File: src/rtl/uart_mmio_controller.sv
// Memory-mapped UART front end: decodes TX-data/RX-data/status registers on the CPU
// bus, sequences transmit starts against the transmitter's busy level, holds received bytes.
module uart_mmio_controller #(
    parameter int                    DATA_WIDTH = 32,
    parameter logic [DATA_WIDTH-1:0] BASE_ADDR  = 32'h1001_0024
) (
    input  logic                  clk,
    input  logic                  reset,
    input  logic [DATA_WIDTH-1:0] Address,
    input  logic                  Mem_Write,
    input  logic                  Mem_Read,
    input  logic [DATA_WIDTH-1:0] Write_Data,
    input  logic                  Tx_Busy,
    input  logic                  Rx_Valid,
    input  logic [7:0]            Rx_Data,
    output logic [1:0]            Device_Select,
    output logic [DATA_WIDTH-1:0] Device_Data,
    output logic                  Tx_Start,
    output logic [7:0]            Tx_Data
);

    localparam logic [DATA_WIDTH-1:0] RX_ADDR   = BASE_ADDR + DATA_WIDTH'(4);
    localparam logic [DATA_WIDTH-1:0] STAT_ADDR = BASE_ADDR + DATA_WIDTH'(8);

    typedef enum logic [1:0] {TX_IDLE, TX_START, TX_WAIT, TX_BUSY} tx_state_t;

    tx_state_t  tx_state;
    logic [3:0] wait_cnt;
    logic [7:0] rx_byte;
    logic       rx_full;
    logic       overrun;
    logic       tx_busy;
    logic       rx_read;
    logic       ovr_clr;

    // Only the low byte of a TX store is meaningful.
    wire unused_wd_hi = ^Write_Data[DATA_WIDTH-1:8];

    always_comb begin
        Device_Select = 2'b00;
        if (Address == BASE_ADDR)      Device_Select = 2'b01;
        else if (Address == RX_ADDR)   Device_Select = 2'b10;
        else if (Address == STAT_ADDR) Device_Select = 2'b11;
    end

    assign tx_busy = (tx_state != TX_IDLE);
    assign rx_read = Mem_Read  && (Device_Select == 2'b10);
    assign ovr_clr = Mem_Write && (Device_Select == 2'b11) && Write_Data[2];

    always_comb begin
        Device_Data = '0;
        case (Device_Select)
            2'b01:   Device_Data[7:0] = Tx_Data;
            2'b10:   Device_Data[7:0] = rx_byte;
            2'b11:   Device_Data[2:0] = {overrun, rx_full, tx_busy};
            default: Device_Data = '0;
        endcase
    end

    // TX_WAIT gives the transmitter 16 cycles to raise busy before the start is deemed lost.
    always_ff @(posedge clk or posedge reset) begin
        if (reset) begin
            tx_state <= TX_IDLE;
            Tx_Start <= 1'b0;
            Tx_Data  <= 8'h00;
            wait_cnt <= 4'd0;
        end else begin
            Tx_Start <= 1'b0;
            case (tx_state)
                TX_IDLE: if (Mem_Write && Device_Select == 2'b01) begin
                    Tx_Data  <= Write_Data[7:0];
                    Tx_Start <= 1'b1;
                    tx_state <= TX_START;
                end
                TX_START: begin
                    wait_cnt <= 4'd0;
                    tx_state <= TX_WAIT;
                end
                TX_WAIT: begin
                    if (Tx_Busy)               tx_state <= TX_BUSY;
                    else if (wait_cnt == 4'd15) tx_state <= TX_IDLE;
                    else                        wait_cnt <= wait_cnt + 4'd1;
                end
                TX_BUSY: if (!Tx_Busy) tx_state <= TX_IDLE;
                default: tx_state <= TX_IDLE;
            endcase
        end
    end

    // A new byte beats a same-cycle read: the read consumes the old byte, the new one stays held.
    always_ff @(posedge clk or posedge reset) begin
        if (reset) begin
            rx_byte <= 8'h00;
            rx_full <= 1'b0;
            overrun <= 1'b0;
        end else begin
            if (Rx_Valid) begin
                rx_byte <= Rx_Data;
                rx_full <= 1'b1;
            end else if (rx_read) begin
                rx_full <= 1'b0;
            end
            if (Rx_Valid && rx_full && !rx_read) overrun <= 1'b1;
            else if (ovr_clr)                    overrun <= 1'b0;
        end
    end

endmodule

File: config.mk
export PLATFORM = sky130hd
export DESIGN_NAME = uart_mmio_controller
export DESIGN_NICKNAME = d
export VERILOG_FILES = /design/src/rtl/uart_mmio_controller.sv
export SDC_FILE = /design/constraint.sdc
export NUM_CORES = 1
export LEC_CHECK = 0
export BUFFER_PORTS_ARGS = -buffer_cell sky130_fd_sc_hd__buf_2
export CORE_ASPECT_RATIO = 0.9
export CORE_MARGIN = 2
export CORE_UTILIZATION = 42
export CTS_CLUSTER_SIZE = 20
export DETAILED_ROUTE_END_ITERATION = 16
export PLACE_DENSITY = 0.88
export SYNTH_ARGS = -nofsm -noshare
export SYNTH_HDL_FRONTEND = slang
export SYNTH_SLANG_ARGS = --single-unit
File: constraint.sdc
create_clock -name clk -period 4.6 [get_ports clk]
set_input_delay 0.46 -clock clk [delete_from_list [all_inputs] [get_ports clk]]
set_output_delay 0.46 -clock clk [all_outputs]
set_load 0.05 [all_outputs]
**Word level (Yosys, flattened, before mapping)**

Index checks and enable logic that the tools add are counted.

- Equal/unequal tests: 15
- Multiplexer cells: 19
- Reduce and logical (&&, ||, !) cells: 15
- Add/sub/neg operators: 1

Operators by type and width:

| operator | number |
|---|---|
| $eq A32 B29 Y1 const B | 3 |
| $mux W2 | 7 |
| $pmux W5 S2 | 1 |
| $pmux W3 S3 | 1 |
| $eq A2 B2 Y1 const B | 4 |
| $mux W4 | 2 |
| $ne A2 B2 Y1 const B | 4 |
| $pmux W2 S4 | 1 |
| $pmux W4 S2 | 1 |
| $reduce_bool A2 Y1 | 4 |
| $logic_and A1 B1 Y1 | 6 |
| $mux W1 | 6 |
| $reduce_and A3 Y1 | 2 |
| $add A4 B1 Y4 const B | 1 |
| $eq A2 B1 Y1 const B | 2 |
| $eq A4 B4 Y1 const B | 1 |
| $ne A3 B3 Y1 const B | 1 |
| $logic_not A2 Y1 | 1 |
| $reduce_and A2 Y1 | 1 |
| $logic_not A1 Y1 | 1 |

- Output and inout bits: 43
- Register bits after elaboration: 25

**Longest topological paths before layout**

Gate-level depths: netlist (run 1).

- Depth after elaboration: 9
- Gate-level depth with buffers: 8
- Mapped depth without buffers: 7

**Least setup slack after synthesis (run 1)**

OpenSTA, ideal clock, no wires.

- Path type: input -> output
- Start: input port Address[29]
- End: output port Device_Data[0]
- Slack: 1,250 ps
- Cell stages on the path: 7
- Buffers on the path: 1
- Data arrival time: 2,890 ps
- Cells stage by stage: nor4b_1 > and4_1 > and3_1 > ha_1 > clkbuf_1 > a22oi_1 > a21oi_1

- Cells in the longest elaborated chain, start to end: 6
- Elaborated cells between the ends (all ways): 10

Ends and longest elaborated chain:

| item | RTL line | RTL |
|---|---|---|
| start, declared | 9 | `input logic [DATA_WIDTH-1:0] Address,` |
| $eq A32 B29 Y1 | 43 | `else if (Address == STAT_ADDR) Device_Select = 2'b11;` |
| $mux W2 | 43 |  |
| $mux W2 | 42 | `else if (Address == RX_ADDR) Device_Select = 2'b10;` |
| $mux W2 * | 41 | `if (Address == BASE_ADDR) Device_Select = 2'b01;` |
| named net Device_Select[1] | 16 | `output logic [1:0] Device_Select,` |
| $eq A2 B2 Y1 / $eq A2 B1 Y1 (equally long branches) | 52 | `case (Device_Select)` |
| $pmux W3 S3 * | 52 |  |
| end, declared | 17 | `output logic [DATA_WIDTH-1:0] Device_Data,` |

The timed path passes the listed nets; every way through them passes the cells marked *.

**Worst setup path after layout (run 1)**

- Start: input port Address[29]
- End: output port Device_Data[0]

- Cells in the longest elaborated chain, start to end: 6
- Elaborated cells between the ends (all ways): 10

Ends and longest elaborated chain:

| item | RTL line |
|---|---|
| $eq A32 B29 Y1 | 43 |
| $mux W2 | 43 |
| $mux W2 | 42 |
| $mux W2 * | 41 |
| $eq A2 B2 Y1 / $eq A2 B1 Y1 (equally long branches) | 52 |
| $pmux W3 S3 * | 52 |

Every way passes the cells marked *; elsewhere a longest branch is shown, timed or not.

==> results of run 1 <==
==> state kept, by name, summed over array words and instances (netlist names) <==
| signal | count |
|---|---|
| overrun | 1 |
| Tx_Start | 1 |
| wait_cnt | 4 |
| Tx_Data | 8 |
| rx_full | 1 |
| tx_state | 2 |
| rx_byte | 8 |
==> synth_stat cells, drive strengths merged <==
| cell | instances |
|---|---|
| dfrtp | 25 |
| and3 | 3 |
| inv | 4 |
| a21oi | 3 |
| mux2i | 2 |
| nand3 | 6 |
| a22o | 1 |
| and3b | 1 |
| conb | 1 |
| o21ai | 2 |
| clkbuf | 2 |
| mux2 | 16 |
| and4 | 2 |
| a311o | 1 |
| a21boi | 1 |
| or2 | 1 |
| buf | 26 |
| a22oi | 6 |
| nand4 | 1 |
| a222oi | 2 |
| nor2b | 6 |
| nand2 | 4 |
| a311oi | 1 |
| nor2 | 4 |
| nor4 | 4 |
| nor3 | 1 |
| nand2b | 2 |
| ha | 5 |
| nor4b | 3 |
==> power groups by stage <==
stage          clock network (uW)  logic (uW)  registers [uW]
2_1_floorplan                   0         129             262
3_3_place_gp                    0         123             275
3_5_place_dp                    0         128             277
4_1_cts                       134         129             273
5_1_grt                       146         145             278
6_report                      132         128             273
==> metrics by stage <==
stage,setup WS [ps],std cells
floorplan,1250,159
global placement,1730,247
detailed placement,1670,247
CTS,1660,251
global route,1470,251
finish,1640,251
==> worst paths after layout <==
path / from / endpoint / slack (ps)
worst max register to register: tx_state[1] / Tx_Data[4] / 3080
max in group asynchronous: reset / Tx_Data[0] / 3660
worst min register to register: wait_cnt[3] / wait_cnt[3] / 510
worst max-delay path: Address[29] / Device_Data[0] / 1640
min in group clk: Rx_Data[5] / rx_byte[5] / 410
worst min-delay path: reset / Tx_Data[7] / 380
==> routing by layer <==
metal  GRT usage (%)  up-vias
met1            22.6      583
li1                -      581
met2            29.9       49
met5               0        -
met4            7.29        0
met3            3.77        7
==> cell type report <==
| cell class | instances | area (um^2) | area share (%) |
|---|---|---|---|
| Clock inverter | 1 | 5.00 | 0.275 |
| Inverter | 4 | 15.0 | 0.826 |
| Multi-Input combinational cell | 102 | 716 | 39.4 |
| Timing Repair Buffer | 72 | 360 | 19.8 |
| Clock buffer | 3 | 41.3 | 2.27 |
| Tap cell | 44 | 55.1 | 3.03 |
| Sequential cell | 25 | 626 | 34.4 |
==> worst reg2reg max path, cell delays in order, from the launching register on <==
cell and delay (ps):
sky130_fd_sc_hd__dfrtp_1 500, sky130_fd_sc_hd__nor3_4 520, sky130_fd_sc_hd__mux2_2 400
==> cell families after synthesis <==
kind of cell | count (synthesis)
other cells | 1
fa+ha+maj | 5
mux | 18
simple gates | 38
compound gates | 17
buf+inv | 32
flops | 25
==> impl_summary.log, run 1 <==
INFO  metric nNetsFinal = 291
INFO  metric postPlaceCellArea = 0.00177 mm^2
INFO  metric final_count_of_negative_setup_slack_endpoints = 0
INFO  metric worstPathRequired = 4140 ps
INFO  metric power.static_leakage = 0.000969 uW
INFO  metric main_combinational_cell_family_by_area_after_synthesis = simple AND/OR/NAND/NOR gates
INFO  metric hold_viol = 0
INFO  metric floorplan.initialDensity = 43.7%
INFO  metric floorplan_die_width = 66.5 um
INFO  metric routed-via-count = 1220
INFO  metric numCtsBuffers = 3
INFO  metric flow.area_growth_from_synthesis = 23.1%
INFO  metric met3RoutedLength = 243 um
INFO  metric synth-compound-area-share = 8.47%
INFO  metric grt_antenna_before_repair = 0
INFO  metric worstPathCellList = buf_2 -> nor4b_1 -> and4_1 -> and3_1 -> ha_1 -> a22oi_1 -> a21oi_1 -> buf_2
INFO  metric post_synth_and_or_nand_nor_area_fraction = 16.1%
INFO  metric dp_hpwl = 2.64 mm
INFO  metric drt-met1-wl = 1.39 mm
INFO  metric r2r.worst_path.cells = 2
INFO  metric arr_time_crit_path = 2500 ps
INFO  metric p_total = 532 uW
INFO  metric critical-path-max-stage-delay = 390 ps
INFO  metric diodes = 0
INFO  metric clock.fmax = 338 MHz
INFO  metric slew_viol_final = 0
INFO  metric layout_commonest_cell = sky130_fd_sc_hd__buf_2
INFO  metric grt_start_max_net_pins = 26
INFO  metric fraction_of_post_synthesis_cell_area_in_the_top_cell_type_by_area = 42.4%
INFO  metric path_depth = 8
INFO  metric synth.cell_area = 0.00148 mm^2
INFO  metric post_cts_resize_count = 0
INFO  metric grt_first_pass_wirelength = 5.40 mm
INFO  metric chipHeight = 60.2 um
INFO  metric clock_path_buffers = 2
INFO  metric drtPass1Iterations = 4
INFO  metric tritoncts_num_sinks = 25
INFO  metric worst_setup_hold_path_clk_slew = 90 ps
INFO  metric dr.first_iter.drc_count = 65
INFO  metric layout.cells.most_common_list = sky130_fd_sc_hd__buf_2 (72), sky130_fd_sc_hd__dfrtp_1 (25), sky130_fd_sc_hd__conb_1 (24), sky130_fd_sc_hd__mux2_2 (16)
INFO  metric outcome = complete, no violations
INFO  metric grtUsageTotal = 17.9%
INFO  metric final_core_utilization = 53.8%
INFO  metric die_area = 0.00401 mm^2
INFO  metric final_period_minus_worst_setup_slack = 2960 ps
INFO  metric core.rowCount = 20
INFO  metric post_cts_buffers = 0
INFO  metric synth_mux_area_share = 13.6%
INFO  metric synth.yosys.warnings = 0
INFO  metric startpoint_type_of_the_worst_setup_path = input pin
INFO  metric gp_congestion = 0.719
INFO  metric yosys.area.top_type = sky130_fd_sc_hd__dfrtp_1
INFO  metric clockRootBuffer = sky130_fd_sc_hd__clkbuf_8
INFO  metric crit_path_end_kind = primary output
INFO  metric worst_path_dominant_cell_family = simple AND/OR/NAND/NOR gates
INFO  metric post_synth_fa_ha_maj_area_fraction = 4.24%
INFO  metric timing.max_cap.violations = 0
INFO  metric grt.overflow.total = 0
INFO  metric filler_cell_count = 318
INFO  metric grt_pass1_vias = 1173
INFO  metric hold_path.class = in -> async
INFO  metric cell_types_with_the_largest_area_share_after_synthesis = sky130_fd_sc_hd__dfrtp_1 (42%), sky130_fd_sc_hd__buf_4 (13%), sky130_fd_sc_hd__mux2_2 (12%)
INFO  metric via_per_inst = 4.86
INFO  metric io_pins = 121
INFO  metric route.top_layer_used = met4
INFO  metric peakVddDrop = 0.146 mV
INFO  metric clkPwrFrac = 24.8%
INFO  metric worst_hold_slack = 379 ps
INFO  metric syn-mean-instance-area = 10.9 um^2
INFO  metric routed_wl = 3.35 mm
INFO  metric finish.instance_area = 0.00182 mm^2
INFO  metric max_slew_margin = 38.2%
INFO  metric fin_tns_setup = 0 ps
INFO  metric routedWlPerCell = 13.4 um
INFO  metric power.share.sequential = 51.3%
INFO  metric netSwitchingPower = 183 uW
INFO  metric worstMarginPinSlew = 926 ps
INFO  metric cp.buffers_inverters = 2
INFO  metric power_density = 292 mW/mm^2
INFO  metric clkLatencyLatePin = 270 ps
INFO  metric final_period_util = 64.3%
INFO  metric crit_path_max_fanout = 9
INFO  metric grt_setup_unrepaired = false
INFO  metric floorplan.core_area = 0.00338 mm^2
INFO  metric io_buffers = 72
INFO  metric cts-htree-levels = 1
INFO  metric pwr-share-comb = 24.0%
INFO  metric internal_power = 349 uW
INFO  metric ys_seq_area_share = 42.4%
INFO  metric switching_portion_of_total_power = 34.4%
INFO  metric timing_worst_setup_path_type = in -> out
INFO  metric cts_hold_repair.buffers = 0
INFO  metric drive_above_1_share = 45.9%
INFO  metric tritoncts = yes
INFO  metric critical_path.slowest_cell = sky130_fd_sc_hd__ha_1
INFO  metric drt_drc_violations_left = 0
INFO  metric route.met2.wl = 1.66 mm
INFO  metric ant_nets = 0
INFO  metric synthesis.instances = 136
INFO  metric synth_cell_type_count = 31
INFO  metric synth_xor_xnor_area_share = 0%
INFO  metric crit_top_cell = sky130_fd_sc_hd__buf_2
INFO  metric finalClockSkew = 1.22 ps
INFO  metric ys_ff_latch = 25
(Power assumes the default switching activity.)
==> run 2, diff against run 1 <==
CORE_UTILIZATION = 35   (was 42)
PLACE_DENSITY = 0.78   (was 0.88)
clock period = 2.7 ns   (was 4.6 ns; I/O delays follow)
==> run 2 against run 1 <==
Utilization decreased by 8.0 points. Critical path depth up 1. Critical endpoint unchanged. First-iteration DRC count fell by 12%. Cell area rose by 2.7%. Total power up 67%. Worst hold slack lost 190 ps.
==> impl_summary.log, run 2 (same netlist as run 1, synthesis figures left out) <==
INFO  metric outcome = complete, no violations
INFO  metric post_cts_resize_count = 0
INFO  metric cts_hold_repair.buffers = 0
INFO  metric power.static_leakage = 0.000977 uW
INFO  metric worst_setup_hold_path_clk_slew = 80 ps
INFO  metric flow.area_growth_from_synthesis = 26.4%
INFO  metric routedWlPerCell = 12.2 um
INFO  metric worst_r2r_endpoint = Tx_Data[5]
INFO  metric arr_time_crit_path = 2130 ps
INFO  metric layout_commonest_cell = sky130_fd_sc_hd__buf_2
INFO  metric drive_above_1_share = 50.7%
INFO  metric post_cts_buffers = 0
INFO  metric tritoncts = yes
INFO  metric clkLatencyLatePin = 270 ps
INFO  metric dp_hpwl = 2.48 mm
INFO  metric chipHeight = 65.6 um
INFO  metric grt_setup_unrepaired = false
INFO  metric timing.max_cap.violations = 0
INFO  metric startpoint_type_of_the_worst_setup_path = input pin
INFO  metric cp.buffers_inverters = 3
INFO  metric tritoncts_num_sinks = 25
INFO  metric cts-htree-levels = 1
INFO  metric diodes = 0
INFO  metric floorplan_die_width = 72.5 um
INFO  metric critical-path-max-stage-delay = 300 ps
INFO  metric worstMarginPinSlew = 918 ps
INFO  metric crit_path_max_fanout = 6
INFO  metric worstPathCellList = buf_2 -> nor4b_2 -> and4_1 -> and3_1 -> ha_1 -> buf_4 -> a22oi_1 -> a21oi_2 -> buf_2
INFO  metric die_area = 0.00475 mm^2
INFO  metric final_period_minus_worst_setup_slack = 2400 ps
INFO  metric worst_slack = 299 ps
INFO  metric routed-via-count = 1190
INFO  metric critical_path.slowest_cell = sky130_fd_sc_hd__and4_1
INFO  metric floorplan.core_area = 0.00407 mm^2
INFO  metric power_density = 477 mW/mm^2
INFO  metric floorplan.initialDensity = 36.2%
INFO  metric grt_start_max_net_pins = 26
INFO  metric grtUsageTotal = 14.7%
INFO  metric grt_pass1_vias = 1150
INFO  metric io_pins = 121
INFO  metric hold_viol = 0
INFO  metric clockRootBuffer = sky130_fd_sc_hd__clkbuf_8
INFO  metric worst_path_dominant_cell_family = simple AND/OR/NAND/NOR gates
INFO  metric hold_path.class = in -> async
INFO  metric clock.fmax = 417 MHz
INFO  metric worstPathRequired = 2430 ps
INFO  metric r2r-start = tx_state[1]
INFO  metric final_period_util = 88.9%
INFO  metric routed_wl = 3.14 mm
INFO  metric peakVddDrop = 0.286 mV
INFO  metric max_slew_margin = 38.8%
INFO  metric via_per_inst = 4.63
INFO  metric timing_worst_setup_path_type = in -> out
INFO  metric grt_antenna_before_repair = 0
INFO  metric worst-r2r-setup-slack = 1250 ps
INFO  metric slew_viol_final = 0
INFO  metric final_count_of_negative_setup_slack_endpoints = 0
INFO  metric nNetsFinal = 293
INFO  metric grt.overflow.total = 0
INFO  metric core.rowCount = 22
INFO  metric layout.cells.most_common_list = sky130_fd_sc_hd__buf_2 (72), sky130_fd_sc_hd__dfrtp_1 (25), sky130_fd_sc_hd__conb_1 (24), sky130_fd_sc_hd__mux2_2 (16)
INFO  metric clock_path_buffers = 2
INFO  metric fin_tns_setup = 0 ps
INFO  metric io_buffers = 72
INFO  metric grt_first_pass_wirelength = 5.36 mm
INFO  metric multi_input_logic_area = 746 um^2
INFO  metric gp_congestion = 0.810
INFO  metric finalClockSkew = 4.40 ps
INFO  metric layout.area.seq = 626 um^2
INFO  metric r2r.worst_path.cells = 3
INFO  metric crit_top_cell = sky130_fd_sc_hd__buf_2
INFO  metric reg.largest.list = Tx_Data x8, rx_byte x8, wait_cnt x4
INFO  metric ant_nets = 0
INFO  metric drt_drc_violations_left = 0
INFO  metric filler_cell_count = 370
INFO  metric dr.first_iter.drc_count = 57
INFO  metric pre_cts_ws = 239 ps
INFO  metric crit_path_end_kind = primary output
INFO  metric drtPass1Iterations = 4
INFO  metric numCtsBuffers = 3
-- run 2: changes by cell type in the layout (fill, tap and decap cells not counted), moves of 2 or more --
| cell | before | now |
|---|---|---|
| sky130_fd_sc_hd__buf_4 | 0 | 2 |
| sky130_fd_sc_hd__nor2_1 | 4 | 2 |
| sky130_fd_sc_hd__nor2_2 | 0 | 2 |
| sky130_fd_sc_hd__nor2b_1 | 6 | 1 |
| sky130_fd_sc_hd__nor2b_2 | 0 | 5 |
-- run 2: metal layers --
layer	share of wire, %	global-route usage (%)	vias up
li1	-	-	586
met1	43	18.9	544
met2	49	23.6	53
met3	6.6	3.99	7
met4	2.2	5.79	0
met5	0	0	-
-- run 2: worst max-delay path by stage --
stage,startpoint,to,slack [ps],cells past startpoint
2_1_floorplan,Address[29],Device_Data[0],20,7
3_3_place_gp,Address[29],Device_Data[0],220,8
3_5_place_dp,Address[29],Device_Data[0],240,8
4_1_cts,Address[29],Device_Data[0],230,8
5_1_grt,Address[18],Device_Data[0],70,9
6_report,Address[29],Device_Data[0],300,9
-- run 2: final cells by class --
type	count	share of cell area, %
multi-input cells	102	39.9
flip-flops and latches	25	33.5
repair buffers	74	20.1
well taps	48	3.22
clock buffers	4	2.41
inverters	4	0.804
-- run 2: where the power goes --
| part | switching [uW] | total (uW) | internal (uW) |
|---|---|---|---|
| Combinational | 136 | 214 | 77.3 |
| Sequential | 46.5 | 461 | 414 |
| Clock | 110 | 216 | 105 |
| Total | 293 | 890 | 597 |
-- run 2: metrics by stage --
stage | utilization (%) | area [um^2] | cells | hold WS, ps | total power (uW)
3_3_place_gp | 44.5 | 1810 | 253 | 488 | 678
4_1_cts | 45.6 | 1860 | 257 | 217 | 907
2_1_floorplan | - | 1580 | 159 | 297 | 666
3_5_place_dp | 44.5 | 1810 | 253 | 490 | 683
5_1_grt | 45.8 | 1870 | 257 | 211 | 964
6_report | 45.8 | 1870 | 257 | 192 | 890
-- run 2: worst register-to-register path: stages, from the launching register on --
cell,delay (ps)
sky130_fd_sc_hd__dfrtp_1,490
sky130_fd_sc_hd__nor3_4,280
sky130_fd_sc_hd__buf_4,220
sky130_fd_sc_hd__mux2_2,350
==> run 3, diff against run 2 <==
ABC_AREA = 1   (was default)
CORE_UTILIZATION = 36   (was 35)
MAX_ROUTING_LAYER = met4   (was default)
RECOVER_POWER = 100   (was default)
==> run 3 against run 2 <==
Global-route usage increased by 0.97 points. Clock skew up 2.5 ps. Sequential share of layout area is 2.0 points lower. Clock power grew 2%. Critical endpoint is now Device_Data[1]. Total power is 7.2% higher. Largest power group unchanged. Maximum frequency rose by 1.1%. Die area grew 6.8%. Register-to-register slack got worse by 100 ps. Synthesized area is 10% higher. Flip-flop and latch count stayed put.
==> impl_summary.log, run 3 <==
INFO  metric post_synth_arst_share = 100%
INFO  metric synth_edf_count = 0
INFO  metric pre_cts_ws = 332 ps
INFO  metric finalClockSkew = 6.88 ps
INFO  metric worstPathRequired = 2430 ps
INFO  metric pwr-share-comb = 28.2%
INFO  metric power_density = 480 mW/mm^2
INFO  metric flow.area_growth_from_synthesis = 22.0%
INFO  metric synth.cell_area = 0.00163 mm^2
INFO  metric drt_drc_violations_left = 0
INFO  metric layout.cells.most_common_list = sky130_fd_sc_hd__nand2_1 (90), sky130_fd_sc_hd__buf_2 (52), sky130_fd_sc_hd__dfrtp_1 (25), sky130_fd_sc_hd__conb_1 (24), sky130_fd_sc_hd__nor2_1 (23)
INFO  metric routedWlPerCell = 9.85 um
INFO  metric numCtsBuffers = 3
INFO  metric yosys.area.top_type = sky130_fd_sc_hd__dfrtp_1
INFO  metric routed-via-count = 1544
INFO  metric filler_cell_count = 464
INFO  metric hold_viol = 0
INFO  metric dp_hpwl = 2.95 mm
INFO  metric reg.largest.list = Tx_Data x8, rx_byte x8, wait_cnt x4
INFO  metric tritoncts_num_sinks = 25
INFO  metric layout_commonest_cell = sky130_fd_sc_hd__nand2_1
INFO  metric max_slew_margin = 38.3%
INFO  metric hold_path.class = in -> async
INFO  metric fin_tns_setup = 0 ps
INFO  metric clockRootBuffer = sky130_fd_sc_hd__clkbuf_8
INFO  metric grt_first_pass_wirelength = 5.98 mm
INFO  metric netSwitchingPower = 348 uW
INFO  metric grt_pass1_vias = 1432
INFO  metric final_period_minus_worst_setup_slack = 2380 ps
INFO  metric chipHeight = 67.8 um
INFO  metric cell_types_with_the_largest_area_share_after_synthesis = sky130_fd_sc_hd__dfrtp_1 (38%), sky130_fd_sc_hd__nand2_1 (21%), sky130_fd_sc_hd__buf_4 (11%)
INFO  metric clock.fmax = 421 MHz
INFO  metric floorplan_die_width = 74.9 um
INFO  metric count_leader_synth = sky130_fd_sc_hd__nand2_1
INFO  metric routed_wl = 3.57 mm
INFO  metric io_buffers = 72
INFO  metric worst_slack = 325 ps
INFO  metric dr.first_iter.drc_count = 54
INFO  metric worst_setup_hold_path_clk_slew = 90 ps
INFO  metric p_total = 954 uW
INFO  metric via_per_inst = 4.25
INFO  metric crit_path_end_kind = primary output
INFO  metric slew_viol_final = 0
INFO  metric post_cts_buffers = 0
INFO  metric grtUsageTotal = 15.7%
INFO  metric power.share.sequential = 48.6%
INFO  metric switching_portion_of_total_power = 36.5%
INFO  metric clock_path_buffers = 2
INFO  metric timing.max_cap.violations = 0
INFO  metric crit_path_max_fanout = 8
INFO  metric core.rowCount = 23
INFO  metric floorplan.core_area = 0.00440 mm^2
INFO  metric ys_ff_latch = 25
INFO  metric worstMarginPinSlew = 924 ps
INFO  metric timing_worst_setup_path_type = in -> out
INFO  metric io_pins = 121
INFO  metric diodes = 0
INFO  metric internal_power = 606 uW
INFO  metric drtPass1Iterations = 4
INFO  metric power.static_leakage = 0.00107 uW
INFO  metric grt_setup_unrepaired = false
INFO  metric gp_congestion = 0.760
INFO  metric final_count_of_negative_setup_slack_endpoints = 0
INFO  metric floorplan.initialDensity = 37.0%
INFO  metric peakVddDrop = 0.282 mV
INFO  metric arr_time_crit_path = 2110 ps
INFO  metric dominantRegCellSynth = sky130_fd_sc_hd__dfrtp_1
INFO  metric grt_antenna_before_repair = 0
INFO  metric clkLatencyLatePin = 270 ps
INFO  metric clkPwrFrac = 23.2%
INFO  metric tritoncts = yes
INFO  metric synth.yosys.warnings = 0
INFO  metric grt_start_max_net_pins = 26
INFO  metric synth_cell_type_count = 25
INFO  metric outcome = complete, no violations
INFO  metric ys_seq_area_share = 38.4%
INFO  metric cts-htree-levels = 1
INFO  metric final_period_util = 88.0%
INFO  metric nNetsFinal = 385
INFO  metric synth.top_cells.by_count = sky130_fd_sc_hd__nand2_1 (90), sky130_fd_sc_hd__dfrtp_1 (25), sky130_fd_sc_hd__buf_4 (24)
INFO  metric fraction_of_post_synthesis_cell_area_in_the_top_cell_type_by_area = 38.4%
INFO  metric synthesis.instances = 229
INFO  metric die_area = 0.00508 mm^2
INFO  metric syn-mean-instance-area = 7.11 um^2
INFO  metric ant_nets = 0
INFO  metric final_core_utilization = 45.1%
INFO  metric post_cts_resize_count = 0
INFO  metric cts_hold_repair.buffers = 0
INFO  metric r2r.worst_path.cells = 5
INFO  metric grt.overflow.total = 0
INFO  metric drive_above_1_share = 24.6%
INFO  metric finish.instance_area = 0.00199 mm^2
INFO  metric postPlaceCellArea = 0.00199 mm^2
INFO  metric startpoint_type_of_the_worst_setup_path = input pin
run 3: cell count changes in the layout (fill, tap and decap cells not counted), moves of 11 or more:
cell	delta
sky130_fd_sc_hd__buf_2	-20
sky130_fd_sc_hd__clkbuf_1	+11
sky130_fd_sc_hd__inv_1	+15
sky130_fd_sc_hd__mux2_2	-16
sky130_fd_sc_hd__nand2_1	+87
sky130_fd_sc_hd__nor2_1	+21
run 3: cell type report:
class | instances | area, um^2 | share of cell area [%]
well taps | 62 | 77.6 | 3.91
flip-flops and latches | 25 | 626 | 31.5
repair buffers | 72 | 345 | 17.4
clock buffers | 3 | 41.3 | 2.08
inverters | 22 | 83.8 | 4.22
clock inverters | 1 | 5.00 | 0.252
multi-input cells | 178 | 807 | 40.6
run 3: metal layers:
metal	global-route usage, %	part of all wire [%]	vias to the layer above
met5	-	0	-
met2	28.7	49	55
li1	-	-	806
met1	18.0	45	678
met4	4.69	1.2	0
met3	1.49	5.7	5
run 3: cells by family (layout without fill, tap and decap cells):
group	Yosys count	after routing	share of synthesized area [%]
buffers and inverters	49	98	17.3
flip-flops	25	25	38.4
AO/OA/AOI/OAI	16	16	5.30
other	1	24	0.230
AND/OR/NAND/NOR	132	132	34.4
adder cells (fa/ha/maj)	5	5	3.84
XOR/XNOR	1	1	0.538
run 3: worst max-delay path: stages:
cell and delay, ps:
sky130_fd_sc_hd__buf_2 90, sky130_fd_sc_hd__or2_1 210, sky130_fd_sc_hd__nor2_1 120, sky130_fd_sc_hd__nand3_1 130
sky130_fd_sc_hd__nor2_1 250, sky130_fd_sc_hd__ha_1 360, sky130_fd_sc_hd__inv_1 90, sky130_fd_sc_hd__o211ai_1 180
sky130_fd_sc_hd__nand2_1 80, sky130_fd_sc_hd__inv_1 50, sky130_fd_sc_hd__clkbuf_2 260
run 3: power groups by stage:
stage          registers (uW)  clock network, uW  logic (uW)
5_1_grt                   473                245         309
6_report                  464                221         269
3_3_place_gp              469                  0         278
2_1_floorplan             463                  0         249
3_5_place_dp              471                  0         285
4_1_cts                   464                227         286
run 3: final timing paths:
| path | slack, ps | end | startpoint |
|---|---|---|---|
| max | 320 | Device_Data[1] | Address[27] |
| min | 180 | Tx_Data[1] | reset |
| min in group clk | 180 | Tx_Data[3] | Write_Data[3] |
| max in group asynchronous | 1940 | rx_byte[0] | reset |
| min reg2reg | 490 | rx_byte[7] | rx_byte[7] |
| max reg2reg | 1150 | Tx_Data[1] | tx_state[0] |
run 3: metrics by stage:
step / hold WS (ps) / std cells
final: 183 / 363
after global routing: 181 / 363
after CTS: 180 / 363
after detailed placement: 463 / 359
after global placement: 457 / 359
after floorplan: 297 / 252
